### src/rtl/seq_ctrl_pkg.sv
// Shared definitions for the seq_ctrl sequencing controller.
package seq_ctrl_pkg;

    // Default sizing: pattern length and step/hit counter width
    localparam int unsigned DATA_W_DEF = 16;
    localparam int unsigned CNT_W_DEF  = 5;

    // Controller state encodings
    localparam int unsigned ST_W = 2;
    localparam logic [ST_W-1:0] ST_IDLE = 2'd0;
    localparam logic [ST_W-1:0] ST_RUN  = 2'd1;
    localparam logic [ST_W-1:0] ST_FIN  = 2'd2;

    // Datapath state counted as a detection of "110"
    localparam logic [1:0] S11 = 2'b11;

endpackage

### src/rtl/seq_nsg.sv
// Combinational next-state generator for the 2-bit datapath (q1,q0,x -> d1,d0).
module seq_nsg (
    input  logic q1,
    input  logic q0,
    input  logic x,
    output logic d1,
    output logic d0
);

    // Fixed next-state table
    always_comb begin
        d1 = 1'b0;
        d0 = 1'b0;
        case ({q1, q0})
            2'b00: begin d1 = 1'b0; d0 = x;    end
            2'b01: begin d1 = x;    d0 = 1'b0; end
            2'b10: begin d1 = 1'b1; d0 = ~x;   end
            2'b11: begin d1 = 1'b0; d0 = x;    end
            default: begin d1 = 1'b0; d0 = 1'b0; end
        endcase
    end

endmodule

### src/rtl/seq_ctrl.sv
// Sequencing controller: streams a captured pattern LSB-first through seq_nsg,
// counts entries into state 11 and signals completion with a done pulse.
// Optional feature macro: SEQ_CTRL_ABORT_EN (adds abort input / aborted output).
module seq_ctrl
    import seq_ctrl_pkg::*;
#(
    parameter int unsigned DATA_W = DATA_W_DEF,
    parameter int unsigned CNT_W  = CNT_W_DEF
) (
    input  logic              clk,
    input  logic              rst,
    input  logic              start,
    input  logic [CNT_W-1:0]  len,
    input  logic [DATA_W-1:0] pattern,
`ifdef SEQ_CTRL_ABORT_EN
    input  logic              abort,
`endif
    output logic              busy,
    output logic              done,
    output logic [1:0]        q,
    output logic [CNT_W-1:0]  hits
`ifdef SEQ_CTRL_ABORT_EN
    ,
    output logic              aborted
`endif
);

    logic [ST_W-1:0]   state;
    logic [ST_W-1:0]   state_nxt;
    logic [DATA_W-1:0] shift;
    logic [CNT_W-1:0]  cnt;
    logic [CNT_W-1:0]  len_clamp;
    logic              load;
    logic              step;
    logic              abort_req;
    logic              d1;
    logic              d0;
    logic [1:0]        q_nxt;

`ifdef SEQ_CTRL_ABORT_EN
    assign abort_req = abort;
`else
    assign abort_req = 1'b0;
`endif

    // Requested length limited to the pattern width
    always_comb begin
        len_clamp = len;
        if (len > CNT_W'(DATA_W)) begin
            len_clamp = CNT_W'(DATA_W);
        end
    end

    seq_nsg u_nsg (
        .q1 (q[1]),
        .q0 (q[0]),
        .x  (shift[0]),
        .d1 (d1),
        .d0 (d0)
    );

    assign q_nxt = {d1, d0};

    // Controller state register
    always_ff @(posedge clk or posedge rst) begin
        if (rst) begin
            state <= ST_IDLE;
        end else begin
            state <= state_nxt;
        end
    end

    // Next-state and datapath control decode
    always_comb begin
        state_nxt = state;
        load      = 1'b0;
        step      = 1'b0;
        case (state)
            ST_IDLE: begin
                if (start) begin
                    load      = 1'b1;
                    state_nxt = (len_clamp != '0) ? ST_RUN : ST_FIN;
                end
            end
            ST_RUN: begin
                if (abort_req) begin
                    state_nxt = ST_IDLE;
                end else begin
                    step = 1'b1;
                    if (cnt == CNT_W'(1)) begin
                        state_nxt = ST_FIN;
                    end
                end
            end
            ST_FIN: begin
                state_nxt = ST_IDLE;
            end
            default: begin
                state_nxt = ST_IDLE;
            end
        endcase
    end

    // Datapath: pattern shifter, step counter, state pair and hit counter
    always_ff @(posedge clk or posedge rst) begin
        if (rst) begin
            shift <= '0;
            cnt   <= '0;
            q     <= 2'b00;
            hits  <= '0;
        end else if (load) begin
            shift <= pattern;
            cnt   <= len_clamp;
            q     <= 2'b00;
            hits  <= '0;
        end else if (step) begin
            shift <= shift >> 1;
            cnt   <= cnt - CNT_W'(1);
            q     <= q_nxt;
            if (q_nxt == S11) begin
                hits <= hits + CNT_W'(1);
            end
        end
    end

    // Status outputs, one cycle behind the controller state
    always_ff @(posedge clk or posedge rst) begin
        if (rst) begin
            busy <= 1'b0;
            done <= 1'b0;
        end else begin
            busy <= (state != ST_IDLE);
            done <= (state == ST_FIN);
        end
    end

`ifdef SEQ_CTRL_ABORT_EN
    // Sticky abort flag, cleared by the next accepted start
    always_ff @(posedge clk or posedge rst) begin
        if (rst) begin
            aborted <= 1'b0;
        end else if (load) begin
            aborted <= 1'b0;
        end else if ((state == ST_RUN) && abort_req) begin
            aborted <= 1'b1;
        end
    end
`endif

endmodule

### config.mk
export PLATFORM = sky130hd
export DESIGN_NAME = seq_ctrl
export DESIGN_NICKNAME = d
export VERILOG_FILES = /design/src/rtl/seq_ctrl_pkg.sv /design/src/rtl/seq_nsg.sv /design/src/rtl/seq_ctrl.sv
export SDC_FILE = /design/constraint.sdc
export NUM_CORES = 1
export LEC_CHECK = 0
export CAP_MARGIN = 20
export CORE_ASPECT_RATIO = 0.5
export CORE_MARGIN = 1
export CORE_UTILIZATION = 35
export DETAILED_ROUTE_END_ITERATION = 8
export PLACE_DENSITY_LB_ADDON = 0.25
export SLEW_MARGIN = 25
export SYNTH_ARGS = -nofsm -noshare
export SYNTH_HDL_FRONTEND = slang
export SYNTH_SLANG_ARGS = --single-unit
### constraint.sdc
create_clock -name clk -period 2.4 [get_ports clk]
set_clock_uncertainty 0.2 [all_clocks]
set_input_delay 0.36 -clock clk [delete_from_list [all_inputs] [get_ports clk]]
set_output_delay 0.36 -clock clk [all_outputs]
set_load 0.02 [all_outputs]
## Word-level counts from Yosys, hierarchy flattened

Index checks and enable logic that the tools add are counted.

| word-level totals | value |
|---|---|
| output and inout port bits | 9 |
| input bits | 24 |
| word-level logic and storage cells | 48 |
| register bits | 32 |

| cells by class | value |
|---|---|
| bitwise logic cells | 1 |
| order comparisons | 1 |
| mux-type cells | 19 |
| add/subtract/negate cells | 2 |
| equality and inequality tests | 9 |
| reductions and logical operators | 9 |

Operators with widths:

| kind | count |
|---|---|
| two-way mux 16 bit | 2 |
| two-way mux 5 bit | 6 |
| two-way mux 2 bit | 5 |
| == test 2 bit, second input constant | 4 |
| case mux 1 bit (3 select lines) | 2 |
| nonzero test 2 bit | 3 |
| adder 5 x 1 -> 5 bit, second input constant | 1 |
| == test 5 x 1 -> 1 bit, second input constant | 1 |
| > comparator 5 bit, second input constant | 1 |
| nonzero test 5 bit | 1 |
| subtractor 5 x 1 -> 5 bit, second input constant | 1 |
| == test 2 x 1 -> 1 bit, second input constant | 2 |
| logical NOT 2 bit | 2 |
| != test 2 bit, second input constant | 2 |
| case mux 2 bit (2 select lines) | 1 |
| AND reduction 2 bit | 2 |
| two-way mux 1 bit | 3 |
| OR reduction 2 bit | 1 |
| inverter 1 bit | 1 |

## Longest topological paths before layout

Gate-level depths: netlist (run 1).

| logic depth | value |
|---|---|
| word-level depth | 7 |
| mapped depth | 6 |
| gate-level depth less buffers | 6 |

## Cells and area by module

A second synthesis (run 1) with hierarchy kept.

| unflattened totals | value |
|---|---|
| cells, all modules | 158 |
| area total of the unflattened synthesis | 1,561.5 sq um |

By module, submodules not included:

| module | area an instance (sq um) | seq. area each (sq um) | times used | cells each |
|---|---|---|---|---|
| seq_ctrl | 1,498.9 | 800.8 | 1 | 152 |
| seq_nsg | 62.6 | 0.0 | 1 | 6 |

## Least setup slack after synthesis (run 1)

Ideal clock, no wire load.

| timing | value |
|---|---|
| path kind | register -> register |
| start | reg q[0] |
| end | reg hits[3] |
| arrival | 1.369 ns |
| period minus slack after synthesis | 1.648 ns |
| path buffers | 0 |
| setup time | 0.080 ns |
| stages on the path, launching flop included | 7 |
| slack | 0.752 ns |
| data required time | 2.120 ns |
| path through | dfrtp_1 inv_1 ha_1 and2_1 o221a_4 nand4_1 mux2i_1 |

| on the way | value |
|---|---|
| longest elaborated chain between the ends | 6 |
| elaborated cells on any way between the ends | 10 |
| those cells by class | eq/ne (4); mux (2); reduce/logical (4) |

RTL lines:

| element | RTL line | RTL |
|---|---|---|
| from (decl) | seq_ctrl.sv:20 | `output logic [1:0] q,` |
| from (signal assigned) | seq_ctrl.sv:119 | `q <= q_nxt;` |
| == test 2 bit / logical NOT 2 bit (equally long branches) | seq_nsg.sv:14 | `case ({q1, q0})` |
| OR reduction 2 bit (no source line) | -- |  |
| case mux 1 bit (3 select lines) | seq_nsg.sv:14 |  |
| == test 2 bit (*) | seq_ctrl.sv:120 | `if (q_nxt == S11) begin` |
| nonzero test 2 bit (no source line) (*) | -- |  |
| AND reduction 2 bit (no source line) (*) | -- |  |
| to (signal assigned) | seq_ctrl.sv:121 | `hits <= hits + CNT_W'(1);` |
| to (decl) | seq_ctrl.sv:21 | `output logic [CNT_W-1:0] hits` |

Every way passes the cells marked *; elsewhere a longest branch is shown, timed or not.
A chain may end at the register's enable or synchronous reset.

## Final worst setup path (run 1)

| timing | value |
|---|---|
| start | reg hits[2] |
| end | out hits[2] |

No word-level cell between the ends.

==> run_results.csv, run 1 <==
group,metric,value,unit
timing,setup-violations-final,0,
detailed_routing,drt-total-wl,3.10,mm
worst_setup_path,reg2reg_setup_slack,630,ps
synth,synth_cells,156,
clock_network,clkLatencyLatePin,270,ps
power_and_ir_drop,p_int,1.40,mW
power_and_ir_drop,cellPowerDensity,1130,nW/um^2
die,die_h,49.1,um
timing,final-hold-violation-count,0,
synth,async_reset_ff_share,100,%
detailed_routing,vias,1222,
synth,synth_cell_types,33,
global_route,grtUsageTotal,14.9,%
finish,n_antenna_cell,0,
clock_network,path_clk_slew,60,ps
placement,port_buffers,32,
detailed_routing,drtIter0Drc,80,
run,maxCapViolCount,0,
timing,holdWs,266,ps
detailed_routing,wl_per_cell,12.7,um
synth,yosys.area.top_type,"dfrtp_1",
worst_setup_path,worst_path_max_delay_cell,"clkdlybuf4s50_1",
power_and_ir_drop,combPwrFrac,40.0,%
clock_network,cts_tree,"yes",
timing,worst_pin_slew,437,ps
finish,final_area,1990,sq um
timing,clock.fmax,536,MHz
synth,synthTopCellsByArea,"dfrtp_1 (51%), nand2_1 (9.7%), a22oi_1 (8.2%), ha_1 (4.0%), mux2i_1 (3.2%)",
synth,synth_flop_cell,"dfrtp_1",
clock_network,post_cts_resized,0,
worst_setup_path,critPathCaptureType,"output port",
clock_network,postCtsSetupBuffers,0,
synth,yosys.area.top_type_share,51.5,%
detailed_routing,antenna_left,0,
worst_setup_path,critPathKind,"flop to output port",
synth,yosysSeqAreaShare,51.5,%
global_route,grt_pass1_wl,5.36,mm
detailed_routing,route.met3.wl,165,um
clock_network,cts_buffer_depth,2,
clock_network,numCtsBuffers,5,
placement,gp_congestion,0.769,
die,placeableCoreArea,4080,sq um
synth,synth_commonest_cells,"nand2_1 (40), dfrtp_1 (32), a22oi_1 (17)",
detailed_routing,drt-pass1-iter-count,4,
detailed_routing,top_layer_used,"met4",
worst_setup_path,worst_setup_path_start_kind,"flop",
power_and_ir_drop,clock_power_share,18.6,%
synth,mappedNetlistNets,185,
placement,dp_hpwl,2.07,mm
power_and_ir_drop,power,2.25,mW
timing,fin_crit_sh,77.7,%
synth,yosysMostFrequentCell,"nand2_1",
synth,syn_avg_cell_area,9.97,sq um
finish,drive_gt1_share,7.89,%
detailed_routing,wl_met2,1.43,mm
die,io_pins,33,
worst_setup_path,crit_chain,"clkdlybuf4s50_1",
worst_hold_path,holdCritPathClass,"input pin to asynchronous set/reset pin",
timing,drv_slew,0,
synth,ys_seq_elements,32,
die,start_util,38.1,%
global_route,grt_overflow_total,0,
timing,min_period,1860,ps
power_and_ir_drop,swShare,37.8,%
timing,max_slew_margin,70.8,%
synth,synth_edf_count,0,
power_and_ir_drop,sequentialPowerShare,41.5,%
die,die_w,96.3,um
finish,final_nets,218,
finish,syn_to_final_growth,28.2,%
synth,synth_area,1560,sq um
detailed_routing,viasPerCell,5.01,
run_status,status,"completed",
clock_network,cts-root-buf,"clkbuf_8",
worst_setup_path,slowest_delay,630,ps
die,rows,16,
global_route,antenna_found_initial,0,
clock_network,htree_levels,2,
worst_setup_path,cp_data_required_time,1840,ps
clock_network,cts_sinks,32,
global_route,grt_pass1_vias,1187,
timing,fin_tns_setup,0,ps
power_and_ir_drop,ir_worst_vdd,0.000378,V
power_and_ir_drop,power_switching,0.852,mW
placement,dpl_cell_area,1900,sq um
finish,fillers,387,
worst_setup_path,crit_buf_inv,1,
synth,ys.warnings.count,0,
detailed_routing,drt-met1-wl,1.50,mm
timing,rsz0062_at_grt,"false",
global_route,grt_max_degree,33,
worst_setup_path,cp.arrival,1300,ps
clock_network,cts_hold_buffers,0,
worst_setup_path,cp_max_fo,5,
power_and_ir_drop,power.leakage,0.928,nW
detailed_routing,drc,0,
die,die-area,4730,sq um
worst_setup_path,crit_family,"buffers and inverters",
## metal layers
layer,GRT usage (%),up-vias
met2,22.9,32
met3,4.67,2
met5,0,-
li1,-,604
met1,20.2,584
met4,4.48,0
## registers in the layout, indices dropped and copies added, names as in the netlist
signal  cells
cnt         5
busy        1
shift      16
done        1
q           2
hits        5
state       2
## power groups by stage
stage | registers (mW) | clock network (mW) | logic (mW)
finish | 0.935 | 0.419 | 0.901
global route | 0.969 | 0.464 | 1.03
CTS | 0.935 | 0.433 | 0.910
detailed placement | 0.942 | 0 | 0.909
global placement | 0.935 | 0 | 0.883
floorplan | 0.937 | 0 | 0.669
## placed cells by master (no fill, tap or decap), types with 2 or more instances in the layout
| cell type | instances |
|---|---|
| a21oi_1 | 4 |
| a22oi_1 | 17 |
| nand4_1 | 2 |
| mux2i_1 | 5 |
| nand2_1 | 40 |
| clkdlybuf4s50_1 | 32 |
| nor2_1 | 7 |
| dfrtp_1 | 32 |
| xnor2_1 | 2 |
| o21ai_1 | 4 |
| clkbuf_1 | 2 |
| ha_1 | 5 |
| inv_1 | 7 |
| o21ai_0 | 2 |
| buf_4 | 2 |
| a32oi_1 | 2 |
| clkbuf_8 | 6 |
| nand3_1 | 3 |
## metrics by stage
| stage | instances | utilization, % | setup slack, ps |
|---|---|---|---|
| finish | 244 | 48.8 | 536 |
| global route | 244 | 48.8 | 477 |
| CTS | 244 | 48.8 | 523 |
| detailed placement | 236 | 46.6 | 325 |
| global placement | 236 | 46.6 | 357 |
| floorplan | 156 | - | 752 |
## layout make-up
class	instances	area (sq um)	area share, %
sequential	32	801	40.2
clock buffer	8	90.1	4.52
tap	54	67.6	3.39
timing repair buffer	34	335	16.8
inverter	7	26.3	1.32
multi-input combinational	109	674	33.8
## worst paths after layout
path,depth (start not counted),start,to
max,1,hits[2]$_DFFE_PP0P_,hits[2]
min,3,rst,hits[0]$_DFFE_PP0P_
max reg2reg,4,state[1]$_DFFE_PP0P_,hits[4]$_DFFE_PP0P_
min reg2reg,1,hits[4]$_DFFE_PP0P_,hits[4]$_DFFE_PP0P_
max in group asynchronous,3,rst,cnt[0]$_DFFE_PP0P_
min in group clk,1,hits[4]$_DFFE_PP0P_,hits[4]$_DFFE_PP0P_
## cells by family after synthesis
group                    after synthesis  share of synthesized area (%)
XOR/XNOR                               3                           1.69
adder cells (fa/ha/maj)                5                           4.02
AND/OR/NAND/NOR                       64                           19.7
buffers and inverters                 15                           5.15
AO/OA/AOI/OAI                         32                           14.7
multiplexers                           5                           3.22
flip-flops                            32                           51.5
Note: power is estimated with default switching activity, not from simulation.
==> run 2: changes to the inputs <==
- clock period: 2.4 -> 1.58 ns (I/O delays scaled with it)
==> run 2 against run 1 <==
Clock power rose by 83%. Global-route usage about the same. Register-to-register slack got worse by 670 ps. Sequential share of layout area shrank 3.7 points. Critical endpoint is now hits[4]$_DFFE_PP0P_. Die area did not move. First-iteration DRC count increased by 7.5%. The run now ends with negative setup slack left.
==> run_results.csv, run 2 (same netlist as run 1, synthesis figures left out) <==
group,metric,value,unit
run_status,status,"finished, violations left",
run_status,violations,"negative setup slack",
power_and_ir_drop,power_switching,1.39,mW
finish,top_regs,"shift (16), cnt (5), hits (5)",
detailed_routing,drt-pass1-iter-count,4,
die,die-area,4730,sq um
finish,final_common_cell,"nand2_1",
worst_setup_path,crit_chain,"inv_2 > ha_4 > and2_4 > o221a_4 > nand4_1 > mux2i_1",
power_and_ir_drop,p_int,2.48,mW
timing,rsz0062_at_grt,"true",
timing,setup_slack,-40.4,ps
timing,drv_slew,0,
run,maxCapViolCount,0,
clock_network,cts-root-buf,"clkbuf_8",
die,placeableCoreArea,4080,sq um
die,rows,16,
finish,n_antenna_cell,0,
power_and_ir_drop,power,3.86,mW
worst_setup_path,cp_max_fo,5,
finish,final_core_util,54.1,%
placement,gp_congestion,0.839,
worst_setup_path,worstSetupStartpoint,"q[0]$_DFFE_PP0P_",
die,die_h,49.1,um
worst_setup_path,slowest_delay,420,ps
worst_setup_path,r2r_start,"q[0]$_DFFE_PP0P_",
finish,final_nets,234,
finish,syn_to_final_growth,42.0,%
power_and_ir_drop,swShare,35.9,%
worst_setup_path,critPathCaptureType,"flop",
die,die_w,96.3,um
detailed_routing,wl_per_cell,12.2,um
finish,fin_cells,260,
placement,dp_hpwl,2.27,mm
placement,place_inst,251,
power_and_ir_drop,sequentialPowerShare,36.8,%
timing,holdWs,87.7,ps
detailed_routing,drc,0,
power_and_ir_drop,power.leakage,1.06,nW
worst_setup_path,critPathKind,"flop to flop",
global_route,grt_max_degree,33,
global_route,grtUsageTotal,14.9,%
placement,port_buffers,32,
clock_network,cts_sinks,32,
worst_setup_path,cp.arrival,1630,ps
finish,fillers,385,
detailed_routing,antenna_left,0,
worst_setup_path,worst_setup_path_start_kind,"flop",
global_route,grt_pass1_wl,5.21,mm
clock_network,clkLatencyLatePin,280,ps
clock_network,cts_buffer_depth,2,
worst_setup_path,cp_data_required_time,1590,ps
die,start_util,38.1,%
timing,worst_pin_slew,317,ps
clock_network,cts_tree,"yes",
global_route,grt_pass1_vias,1126,
timing,fin_crit_sh,103,%
detailed_routing,drt-total-wl,3.17,mm
worst_setup_path,worst_path_max_delay_cell,"dfrtp_1",
power_and_ir_drop,clock_power_share,19.9,%
power_and_ir_drop,ir_worst_vdd,0.000834,V
finish,top_register,"shift",
timing,final-hold-violation-count,0,
clock_network,htree_levels,2,
placement,place_ws,-231,ps
clock_network,numCtsBuffers,5,
timing,min_period,1620,ps
power_and_ir_drop,cellPowerDensity,1750,nW/um^2
global_route,grt_overflow_total,0,
finish,drive_gt1_share,20.9,%
detailed_routing,vias,1261,
timing,setup-violations-final,4,
detailed_routing,viasPerCell,4.85,
worst_setup_path,crit_family,"flip-flops",
clock_network,path_clk_slew,70,ps
detailed_routing,drtIter0Drc,86,
finish,final_cell_mix,"nand2_1 (40), dfrtp_1 (29), clkdlybuf4s50_1 (23)",
worst_hold_path,holdCritPathClass,"input pin to asynchronous set/reset pin",
timing,clock.fmax,617,MHz
finish,largest_reg_flops,16,
worst_setup_path,crit_buf_inv,1,
timing,max_slew_margin,78.7,%
die,io_pins,33,
power_and_ir_drop,combPwrFrac,43.4,%
global_route,antenna_found_initial,0,
-- run 2: cell count changes in the layout (fill, tap and decap cells not counted), moves of 2 or more --
cell,change
buf_4,+10
clkdlybuf4s50_1,-9
dlygate4sd2_1,+7
buf_12,+5
dfrtp_1,-3
dfrtp_2,+3
clkbuf_2,+2
-- run 2: final timing paths --
path | endpoint | slack (ps) | cells past startpoint
max in group asynchronous | q[1]$_DFFE_PP0P_ | 910 | 3
max | hits[4]$_DFFE_PP0P_ | -40 | 6
min in group clk | hits[4]$_DFFE_PP0P_ | 270 | 1
min | hits[0]$_DFFE_PP0P_ | 90 | 3
max reg2reg | hits[4]$_DFFE_PP0P_ | -40 | 6
min reg2reg | hits[4]$_DFFE_PP0P_ | 270 | 1
-- run 2: layer usage --
layer	wire length (um)	track usage [%]	part of all wire, %
met5	0	0	0
met2	1400	21.2	44
met4	14	5.22	0.44
met3	150	4.67	4.7
met1	1600	21.2	51
-- run 2: area by class of cell --
type / count / area, sq um / share of cell area (%)
well taps: 54 / 67.6 / 3.06
repair buffers: 50 / 503 / 22.8
inverters: 7 / 26.3 / 1.19
multi-input cells: 109 / 699 / 31.7
clock inverters: 2 / 35.0 / 1.59
flip-flops and latches: 32 / 805 / 36.4
clock buffers: 6 / 72.6 / 3.29
-- run 2: stage by stage --
step | area [sq um] | TNS (ps)
2_1_floorplan | 1560 | -7.89
3_3_place_gp | 2080 | -4250
3_5_place_dp | 2080 | -4830
4_1_cts | 2180 | -325
5_1_grt | 2210 | -475
6_report | 2210 | -88.6
-- run 2: what timing repair did --
action,CTS,global route
endpoints found under the setup margin,14,21
hold endpoints to repair,0,0
setup buffers,0,1
pin swaps,1,1
cloned,0,0
hold buffers,0,0
gates resized for setup,9,14
-- run 2: power groups by stage --
stage	registers, mW	clock network [mW]	logic, mW
CTS	1.41	0.783	1.65
floorplan	1.43	0	1.03
global placement	1.42	0	1.63
finish	1.42	0.768	1.67
detailed placement	1.42	0	1.68
global route	1.47	0.832	1.86
-- run 2: worst register-to-register path: cells and delay by family, from the launching register on --
family / cells / cell delay [ps]
adder cells (fa/ha/maj): 1 / 190
multiplexers: 1 / 180
AND/OR/NAND/NOR: 2 / 250
flip-flops: 1 / 420
buffers and inverters: 1 / 80
AO/OA/AOI/OAI: 1 / 240
==> edit, RTL diff (flow settings as in run 2) <==
The output `busy` loses its register stage (`busy` becomes a continuous assignment).
--- a/src/rtl/seq_ctrl.sv
+++ b/src/rtl/seq_ctrl.sv
@@ -128,6 +128,4 @@
         if (rst) begin
-            busy <= 1'b0;
             done <= 1'b0;
         end else begin
-            busy <= (state != ST_IDLE);
             done <= (state == ST_FIN);
@@ -135,2 +133,4 @@
     end
+
+    assign busy = (state != ST_IDLE);
 
Behaviour: not the same (Yosys sat finds a counterexample within 4 cycles, from zero or initial values and one cycle with rst high).
==> edit against run 2 <==
The flow still finishes with violations (setup timing). Utilization increased by 1.3 points. Synthesized area decreased by 1.6%. Power increased by 2.5%. Critical endpoint unchanged. Sequential cell count decreased by 1. Wire length increased by 10%. Synthesized cell count decreased by 0.64%. Clock power increased by 5.1%. Combinational power increased by 7%. First-iteration DRC count decreased by 47%. Design area increased by 1.4%. Largest power group unchanged. Setup slack got worse by 0.067 ns. Die area decreased by 1.6%. Non-clock buffer count increased by 4.
==> edit: results (changes against run 2) <==
| Metric | Value |
|---|---|
| Pleak | `0.00109 µW (+2.9%)` |
| Fillers | `368 (-4.4%)` |
| Share of cells above drive strength 1 | `25.8% (+5.0 points)` |
| Clk Latency, worst-skew pair | `0.28 ns (about the same)` |
| Wire per inst | `13.3 µm (+8.7%)` |
| Synth area leaders | `dfrtp_1 51%, nand2_1 9.8%, a22oi_1 8.3%` |
| Arrival time worst endpoint | `1.69 ns (+0.06 ns)` |
| # port buffers | `32 (unchanged)` |
| VDD IR-drop max | `0.705 mV (-16%)` |
| Synthesized net count | `184 (-0.54%)` |
| Distinct cell type count after synthesis | `33 (unchanged)` |
| Syn_area_per_cell | `9.87 µm² (-0.97%)` |
| Placed instance count | `254 (+1.2%)` |
| Reg-to-Reg Start | `q[0]` |
| Largest net degree at the start of global routing | `32 (-3.0%)` |
| Worst min path class | `primary input to async pin` |
| Status | `finished with violations` |
| Post-Place Worst Slack | `-0.258 ns (-0.0268 ns)` |
| Worst-path clk slew | `0.07 ns (about the same)` |
| Post-synth ARST share | `100% (unchanged)` |
| Yosys warnings | `0 (unchanged)` |
| Initial antenna violation count | `0 (unchanged)` |
| CTS Buf Count | `5 (unchanged)` |
| CP startpoint kind | `flop` |
| Reg2reg end | `hits[4]` |
| WL met3 | `142 µm (-5.3%)` |
| Initial DRC count | `46 (-47%)` |
| Root buf cell | `clkbuf_8` |
| Crit path from | `q[0]` |
| WL met1 | `1.61 mm (about the same)` |
| R2r worst-path depth | `6 (unchanged)` |
| Slew @ Worst Pin | `0.375 ns (+0.0579 ns)` |
| Layout net count | `237 (+1.3%)` |
| Sum Neg Setup Slack | `-0.324 ns (-0.236 ns)` |
| Top_reg_cell synth | `dfrtp_1` |
| Setup slack after layout | `-0.107 ns (-0.0666 ns)` |
| GR Util All Layers | `16.7% (+1.8 points)` |
| Final hold slack | `0.0983 ns (+0.0105 ns)` |
| DP Area | `0.00205 mm² (-1.6%)` |
| Via count | `1324 (+5.0%)` |
| Violated checks | `setup timing` |
| Vias per std cell | `5.03 (+3.8%)` |
| First-pass GRT wire length | `5.93 mm (+14%)` |
| DR pass1 iterations | `4 (unchanged)` |
| Met2 wire length | `1.69 mm (+21%)` |
| H-tree depth | `2 (unchanged)` |
| Post-DP HPWL | `2.40 mm (+5.7%)` |
| GP Congestion | `0.791 (-5.7%)` |
| Largest regs | `shift (16), cnt (5), hits (5)` |
| Register area share after synthesis | `50.7% (-0.79 points)` |
| Clk buf depth | `2 (unchanged)` |
| Final Setup Violations | `5 (+1)` |
| # diodes | `0 (unchanged)` |
| Top post-synthesis cells by count | `40 x nand2_1, 31 x dfrtp_1, 17 x a22oi_1` |
| Top Metal Used | `met4` |
| Maximum fanout along the worst path | `5 (unchanged)` |
==> edit: changes by cell type in the layout (fill, tap and decap cells not counted), moves of 3 or more <==
| cell | run 2 | this run |
|---|---|---|
| buf_6 | 1 | 5 |
| buf_12 | 5 | 2 |
| buf_4 | 12 | 15 |
| dfrtp_2 | 3 | 0 |
==> edit: repair_timing <==
action	CTS	global route
setup buffers	0	2
resized for setup	20	17
hold buffers	0	0
pin swaps	3	9
endpoints found under the hold margin	0	0
endpoints found under the setup margin	21	31
==> edit: worst max-delay path by stage <==
stage | end | depth (start not counted)
detailed placement | cnt[2] | 5
floorplan | hits[3] | 5
CTS | hits[4] | 6
global route | hits[4] | 6
finish | hits[4] | 6
global placement | cnt[2] | 5
==> edit: per-layer routing <==
| layer | vias to the layer above | GRT usage, % |
|---|---|---|
| met3 | 6 | 4.87 |
| met4 | 0 | 6.22 |
| met5 | - | 0 |
| met2 | 25 | 26.9 |
| met1 | 650 | 21.2 |
| li1 | 643 | - |
==> edit: cell families after synthesis <==
kind of cell,after synthesis,synth area share [%]
flops,31,50.7
xor+xnor,3,1.72
compound gates,32,15.0
mux,5,3.27
simple gates,64,20.0
fa+ha+maj,5,4.09
buf+inv,15,5.23
==> edit: where the power goes <==
part	switching, µW	internal, µW
registers	251	1120
logic	902	880
clock network	297	510
==> edit: area by class of cell <==
type                       instances  area, µm²  share of cell area, %
clock inverter                     2       35.0                   1.56
timing repair buffer              54        509                   22.7
clock buffer                       6       82.6                   3.69
inverter                           7       26.3                   1.17
multi-input combinational        109        743                   33.2
sequential                        31        776                   34.6
tap                               54       67.6                   3.02
==> edit: worst max-delay path, stage by stage (launching register included) <==
cell and delay (ns):
dfrtp_1 0.41, inv_1 0.06, ha_1 0.26, and2_4 0.14
o221a_4 0.25, nand4_1 0.11, mux2i_1 0.19
